==> src/rtl/modular_op_sequencer.sv <==
// Round-robin sequencer for two requesters sharing a 4-bit modular add/sub datapath.
// Range-checks operands, holds the datapath inputs for SETTLE cycles, then returns the residue.
module modular_op_sequencer #(
    parameter logic [3:0] M      = 4'd13,
    parameter int         SETTLE = 1
) (
    input  logic       clk,
    input  logic       rst_n,
    input  logic       req0_valid,
    output logic       req0_ready,
    input  logic       req0_sub,
    input  logic [3:0] req0_x,
    input  logic [3:0] req0_y,
    input  logic       req1_valid,
    output logic       req1_ready,
    input  logic       req1_sub,
    input  logic [3:0] req1_x,
    input  logic [3:0] req1_y,
    output logic       resp_valid,
    input  logic       resp_ready,
    output logic       resp_id,
    output logic [3:0] resp_data,
    output logic       resp_err,
    output logic       dp_s,
    output logic [3:0] dp_x,
    output logic [3:0] dp_y,
    input  logic [3:0] dp_r,
    output logic       busy
);

    typedef enum logic [1:0] {IDLE, EXEC, RESP} state_t;

    localparam logic [3:0] CNT_INIT = 4'(SETTLE - 1);

    state_t     state;
    logic       ptr;
    logic [3:0] cnt;
    logic       grant0;
    logic       grant1;
    logic       acc_sub;
    logic [3:0] acc_x;
    logic [3:0] acc_y;
    logic       acc_err;

    // A lone valid requester wins outright; on contention the pointer decides.
    assign grant0 = req0_valid & (~req1_valid | ~ptr);
    assign grant1 = req1_valid & (~req0_valid | ptr);

    // Ready is forced low while reset is held, even though the state already reads IDLE.
    assign req0_ready = rst_n & (state == IDLE) & grant0;
    assign req1_ready = rst_n & (state == IDLE) & grant1;

    assign acc_sub = grant1 ? req1_sub : req0_sub;
    assign acc_x   = grant1 ? req1_x   : req0_x;
    assign acc_y   = grant1 ? req1_y   : req0_y;
    assign acc_err = (acc_x >= M) | (acc_y >= M);

    assign busy = (state != IDLE);

    always_ff @(posedge clk or negedge rst_n) begin
        if (!rst_n) begin
            state      <= IDLE;
            ptr        <= 1'b0;
            cnt        <= 4'd0;
            resp_valid <= 1'b0;
            resp_id    <= 1'b0;
            resp_data  <= 4'd0;
            resp_err   <= 1'b0;
            dp_s       <= 1'b0;
            dp_x       <= 4'd0;
            dp_y       <= 4'd0;
        end else begin
            case (state)
                IDLE: begin
                    if (req0_ready | req1_ready) begin
                        resp_id <= grant1;
                        ptr     <= ~grant1;
                        // Out-of-range operands skip the datapath entirely and leave dp_* untouched.
                        if (acc_err) begin
                            resp_err   <= 1'b1;
                            resp_data  <= 4'd0;
                            resp_valid <= 1'b1;
                            state      <= RESP;
                        end else begin
                            dp_s  <= acc_sub;
                            dp_x  <= acc_x;
                            dp_y  <= acc_y;
                            cnt   <= CNT_INIT;
                            state <= EXEC;
                        end
                    end
                end
                EXEC: begin
                    if (cnt != 4'd0) begin
                        cnt <= cnt - 4'd1;
                    end else begin
                        resp_data  <= dp_r;
                        resp_err   <= 1'b0;
                        resp_valid <= 1'b1;
                        state      <= RESP;
                    end
                end
                RESP: begin
                    if (resp_ready) begin
                        resp_valid <= 1'b0;
                        state      <= IDLE;
                    end
                end
                default: begin
                    resp_valid <= 1'b0;
                    state      <= IDLE;
                end
            endcase
        end
    end

endmodule

==> config.mk <==
export PLATFORM = sky130hd
export DESIGN_NAME = modular_op_sequencer
export DESIGN_NICKNAME = d
export VERILOG_FILES = /design/src/rtl/modular_op_sequencer.sv
export SDC_FILE = /design/constraint.sdc
export NUM_CORES = 1
export LEC_CHECK = 0
export ABC_CLOCK_PERIOD_IN_PS = 1740
export CORE_MARGIN = 5
export CORE_UTILIZATION = 25
export DETAILED_ROUTE_END_ITERATION = 10
export PLACE_DENSITY_LB_ADDON = 0.15
export SKIP_CTS_REPAIR_TIMING = 1
export SLEW_MARGIN = 0
export SYNTH_ARGS = -nofsm -noshare
export SYNTH_HDL_FRONTEND = slang
export SYNTH_SLANG_ARGS = --single-unit
==> constraint.sdc <==
create_clock -name clk -period 1.74 [get_ports clk]
set_input_delay 0.261 -clock clk [delete_from_list [all_inputs] [get_ports clk]]
set_output_delay 0.261 -clock clk [all_outputs]
set_load 0.005 [all_outputs]
### After elaboration in Yosys (flattened, before gate mapping)

Index checks and enable logic that the tools add are counted.

| word-level totals | value |
|---|---|
| register bits after elaboration | 23 |
| bits of input ports | 27 |

| operators by class | value |
|---|---|
| add/sub/neg operators | 1 |
| order comparisons | 2 |
| equality and inequality tests | 8 |
| muxes and demuxes | 23 |
| bitwise logic cells | 14 |
| reduce and logical (&&, ||, !) cells | 10 |

Operators with widths:

| operator | count |
|---|---|
| $mux 4 | 8 |
| $pmux 4 s2 | 2 |
| $reduce_and 4->1 | 3 |
| $ne 2x2->1 const B | 5 |
| $ge 4x4->1 const B | 2 |
| $mux 2 | 4 |
| $mux 1 | 6 |
| $pmux 2 s3 | 1 |
| $reduce_and 3->1 | 2 |
| $and 1x1->1 | 5 |
| $not 1->1 | 5 |
| $or 1x1->1 | 4 |
| $reduce_bool 2->1 | 2 |
| $reduce_bool 4->1 | 1 |
| $sub 4x1->4 const B | 1 |
| $pmux 1 s3 | 1 |
| $eq 2x1->1 const B | 1 |
| $eq 2x2->1 const B | 1 |
| $logic_not 2->1 | 1 |
| $ne 2x1->1 const B | 1 |
| $pmux 1 s2 | 1 |
| $reduce_and 2->1 | 1 |

### Longest topological paths before layout

| logic depth | value |
|---|---|
| depth after elaboration | 9 |
| gate-level depth with buffers | 7 |
| gate-level depth less buffers | 7 |

### Worst setup path before layout

No wires, ideal clock.

| timing path | value |
|---|---|
| kind | register -> register |
| from | register cnt[0] |
| to | register resp_data[0] |
| library setup time | 121 ps |
| data arrival time | 1586 ps |
| data required time | 1619 ps |
| setup slack | 33 ps |
| cell stages (with the launch flop) | 7 |
| path through | dfrtp_1 -> inv_1 -> ha_1 -> nor3b_1 -> nand2_1 -> a221o_2 -> a22o_1 |

| between the ends | value |
|---|---|
| longest elaborated chain between the ends | 3 |

RTL lines:

| item | line | source |
|---|---|---|
| from (decl) | 37 | `logic [3:0] cnt;` |
| from (signal assigned) | 95 | `cnt <= cnt - 4'd1;` |
| $reduce_bool 4->1 | 94 | `if (cnt != 4'd0) begin` |
| $ne 2x2->1 (no source line) | n/a |  |
| $reduce_and 4->1 (no source line) | n/a |  |
| to (signal assigned) | 97 | `resp_data <= dp_r;` |
| to (decl) | 22 | `output logic [3:0] resp_data,` |

No other way between the ends.
A chain may end at the register's enable or synchronous reset.

### Worst setup path in the final report

| timing path | value |
|---|---|
| from | register state[0] |
| to | register dp_y[3] |

| between the ends | value |
|---|---|
| longest elaborated chain between the ends | 5 |
| elaborated cells on any way between the ends | 6 |

RTL lines:

| item | line | source |
|---|---|---|
| from (decl) | 35 | `state_t state;` |
| from (signal assigned) | 62 | `state <= IDLE;` |
| from (signal assigned) | 83 | `state <= RESP;` |
| from (signal assigned) | 89 | `state <= EXEC;` |
| $logic_not 2->1 * | 50, 51, 73 |  |
| $and 1x1->1 | 50, 51 |  |
| $and 1x1->1 (on tied branches) | 50, 51 |  |
| $or 1x1->1 | 75 | `if (req0_ready \| req1_ready) begin` |
| $reduce_and 3->1 (no source line) * | n/a |  |
| to (signal assigned) | 87 | `dp_y <= acc_y;` |
| to (decl) | 26 | `output logic [3:0] dp_y,` |

Every way passes the cells marked *; elsewhere a longest branch is shown, timed or not.

==> parameters.txt <==
Parameter                              Value

Routing
  Post-route ant nets    0
  Mean number of vias per cell    about 4.6
  Detailed-route wire length per cell    around 13 um
  Detailed Route Iter0 Violations    38
  DRC violation count after routing    0
  Count of TritonRoute iterations in the first routing pass    4
  Via Count    around 1200
  Routed WL    3.397 mm

Critical path
  Worst endpoint data arrival time    1.86 ns
  Element type at the critical path start    flop
  Critical path fanouts, max    3
  Critical setup path kind    reg -> reg
  Required time at the worst-slack endpoint    1.90 ns
  Endpoint class of the critical path    flop

STA
  Period Utilization, post-route    97.69%
  Final critical path time including I/O delays and setup    ~1.7 ns
  Final-report hold violation count    0
  Final Slew Violations    0
  Unrepaired setup endpoints after global routing    true
  Clock skew after layout    0.001279 ns
  Smallest hold slack    0.02958 ns
  Max-slew headroom    78.71%
  Sum of negative setup slack    0 ns
  Maximum clock frequency    approximately 600 MHz
  Count of final setup violators    0
  Transition time at the pin with the least slew margin    between 0.3 and 0.4 ns

Global route
  Aggregate global-route resource usage    10.85%
  Vias in the first global route    1254
  Largest net degree at the start of global routing    16
  Global route overflow    0
  Global-route wire length before repair    5.602 mm
  Number of antenna violations at the first check in global routing    0

Power and ir drop
  Portion of total power attributed to sequential cells    31.6%
  Reported leakage power    0.9577 nW
  Fraction of power spent switching nets    between 30% and 40%
  Internal power consumption    between 2 and 2.5 mW
  Clock group share of total power    11.3%
  Comb pwr share    between 50 and 60%
  Net switching power of the design    1.051 mW
  Power Density    about 1500 nW/um^2
  Maximum VDD drop    0.0005458 V

Placement
  Routability congestion estimate    approximately 0.81
  IO Port Bufs    45
  Post-Place Cell Area    1916 um^2
  Post-detailed-placement half-perimeter wirelength    between 2 and 3 mm

Clock network
  Number of sinks on the clock net    23
  CTS tree    yes
  Maximum level of the CTS H-tree    1
  Buffer levels on the longest clock path    2
  Number of buffers inserted during clock tree synthesis    3
  Master cell of the clock root buffer    sky130_fd_sc_hd__clkbuf_8
  Clock Latency Late Sink    0.27 ns
  Post-CTS clock slew at the launch and capture registers of the worst setup and hold paths    0.09 ns

Final layout
  Antenna Diode Count    0
  Area delta synth->final    63.06%
  Fraction of layout instances using a drive strength above 1    28.34%
  Multi-input combinational cell area    639.4 um^2
  Commonest cells after routing, fill and taps aside    41 x sky130_fd_sc_hd__clkdlybuf4s50_1, 23 x sky130_fd_sc_hd__dfrtp_1, 21 x sky130_fd_sc_hd__buf_4
  Final std cell area, no fill    2038 um^2
  Post-layout nets    217
  Filler cell count in the final layout    ~460
  Most common cell after layout, fill and taps aside    sky130_fd_sc_hd__clkdlybuf4s50_1
  Storage element area    575.6 um^2

Floorplanning
  Initial Utilization    26.12%
  Site row count    25
  I/O pin cnt    46
  Die outline height    slightly above 80 um
  X dimension of the die    ~80 um
  CORE AREA    approximately 4800 um^2
  DIE AREA    6514 um^2

Synthesis
  Avg Cell Area, Syn    10.59 um^2
  Count of distinct cell types in the synthesized netlist    39
  Yosys warning total    0
  Number of synthesized register bits    23
  Number of nets produced by synthesis    147
  Cell area after synthesis    between 1000 and 1500 um^2
  Proportion of synthesized chip area in sequential cells    46.05%
  Post-Syn Instances    118

Run status
  Run status    finished clean

Job
  MaxCap Viol Count    0

Hold path
  Worst Hold Class    in -> async
==> cells in the mapped netlist <==
cell	count	share of area, %
sky130_fd_sc_hd__a211o_2	1	0.80
sky130_fd_sc_hd__a21o_1	2	1.2
sky130_fd_sc_hd__a21oi_1	13	5.2
sky130_fd_sc_hd__a221o_2	1	0.90
sky130_fd_sc_hd__a22o_1	4	2.8
sky130_fd_sc_hd__a22o_2	1	0.80
sky130_fd_sc_hd__a31oi_1	7	3.5
sky130_fd_sc_hd__buf_2	1	0.40
sky130_fd_sc_hd__buf_4	1	0.60
sky130_fd_sc_hd__buf_6	2	1.8
sky130_fd_sc_hd__clkbuf_1	1	0.30
sky130_fd_sc_hd__dfrtp_1	23	46
sky130_fd_sc_hd__ha_1	2	2.0
sky130_fd_sc_hd__inv_1	9	2.7
sky130_fd_sc_hd__mux2_2	3	2.7
sky130_fd_sc_hd__mux2_4	3	3.6
sky130_fd_sc_hd__mux2i_1	6	4.8
sky130_fd_sc_hd__nand2_1	6	1.8
sky130_fd_sc_hd__nand2_2	1	0.50
sky130_fd_sc_hd__nand2_4	1	0.90
sky130_fd_sc_hd__nand2b_1	2	1.0
sky130_fd_sc_hd__nand3_1	1	0.40
sky130_fd_sc_hd__nand4_1	1	0.50
sky130_fd_sc_hd__nor2_1	5	1.5
sky130_fd_sc_hd__nor2_8	1	1.6
sky130_fd_sc_hd__nor3_1	2	0.80
sky130_fd_sc_hd__nor3b_1	1	0.60
sky130_fd_sc_hd__nor4_1	1	0.50
sky130_fd_sc_hd__o211a_1	2	1.6
sky130_fd_sc_hd__o211ai_1	2	1.2
sky130_fd_sc_hd__o21a_1	1	0.60
sky130_fd_sc_hd__o21ai_0	1	0.40
sky130_fd_sc_hd__o21bai_1	2	1.2
sky130_fd_sc_hd__o22ai_1	3	1.5
sky130_fd_sc_hd__o2bb2ai_1	1	0.70
sky130_fd_sc_hd__or2_1	1	0.50
sky130_fd_sc_hd__or2_2	1	0.50
sky130_fd_sc_hd__or2b_1	1	0.60
sky130_fd_sc_hd__or3b_4	1	0.90
==> registers in the layout (all words and copies together), names as in the netlist <==
name	flops
cnt	4
dp_x	4
dp_y	4
resp_data	4
state	2
dp_s	1
ptr	1
resp_err	1
resp_id	1
resp_valid	1
==> metrics by stage <==
step / cells / util, % / worst slack, ns / total power [mW]
after floorplan: 118 / - / 0.03338 / 1.772
after global placement: 246 / 40.03 / -0.3735 / 2.589
after global routing: 254 / 42.59 / -0.02643 / 3.298
final: 254 / 42.59 / 0.04025 / 3.071
after detailed placement: 246 / 40.03 / -0.3646 / 2.615
after CTS: 250 / 41.05 / -0.3681 / 2.979
==> final cells by class <==
type | count | share of cell area [%]
repair buffers | 70 | 32.23
multi-input cells | 81 | 31.37
flip-flops and latches | 23 | 28.24
well taps | 67 | 4.113
clock buffers | 3 | 2.026
inverters | 9 | 1.657
clock inverters | 1 | 0.3683
==> cells by family (layout without fill, tap and decap cells) <==
family                   after synthesis  in the layout  share of synthesized area [%]
AO/OA/AOI/OAI                         41             41                          22.42
adder cells (fa/ha/maj)                2              2                          2.002
buffers and inverters                 14             83                          5.805
flip-flops                            23             23                          46.05
multiplexers                          12             12                          11.11
AND/OR/NAND/NOR                       26             26                          12.61
==> worst max-delay path: stages (launching register included) <==
cell	delay, ns
sky130_fd_sc_hd__dfrtp_1	0.39
sky130_fd_sc_hd__buf_4	0.14
sky130_fd_sc_hd__or3b_4	0.40
sky130_fd_sc_hd__buf_6	0.14
sky130_fd_sc_hd__nor2_8	0.13
sky130_fd_sc_hd__nand2_4	0.08
sky130_fd_sc_hd__mux2_4	0.30
==> path summary, 6_finish.rpt <==
kind / start / end / slack [ns] / depth (start not counted)
setup / recovery: state[0]$_DFFE_PN0P_ / dp_y[3]$_DFFE_PN0P_ / 0.04 / 6
hold / removal: rst_n / dp_x[3]$_DFFE_PN0P_ / 0.03 / 2
setup reg to reg: state[0]$_DFFE_PN0P_ / dp_y[3]$_DFFE_PN0P_ / 0.04 / 6
hold reg to reg: resp_data[1]$_DFFE_PN0P_ / resp_data[1]$_DFFE_PN0P_ / 0.50 / 1
max in group asynchronous: rst_n / resp_valid$_DFFE_PN0P_ / 1.50 / 2
min in group clk: resp_data[1]$_DFFE_PN0P_ / resp_data[1]$_DFFE_PN0P_ / 0.50 / 1
==> per-layer routing <==
layer	global-route usage, %	vias up	share of wire, %
li1	-	568	-
met3	1.794	5	5.1
met4	3.378	0	1.2
met5	0	-	0
met2	18.71	38	50
met1	13.81	563	44
==> power groups by stage <==
stage	clock network, mW	logic, mW	registers, mW
floorplan	0	0.813	0.959
global placement	0	1.62	0.968
detailed placement	0	1.65	0.970
CTS	0.357	1.65	0.967
global route	0.378	1.91	1.01
finish	0.347	1.75	0.969
No activity file was read; power rests on OpenSTA's default activity.
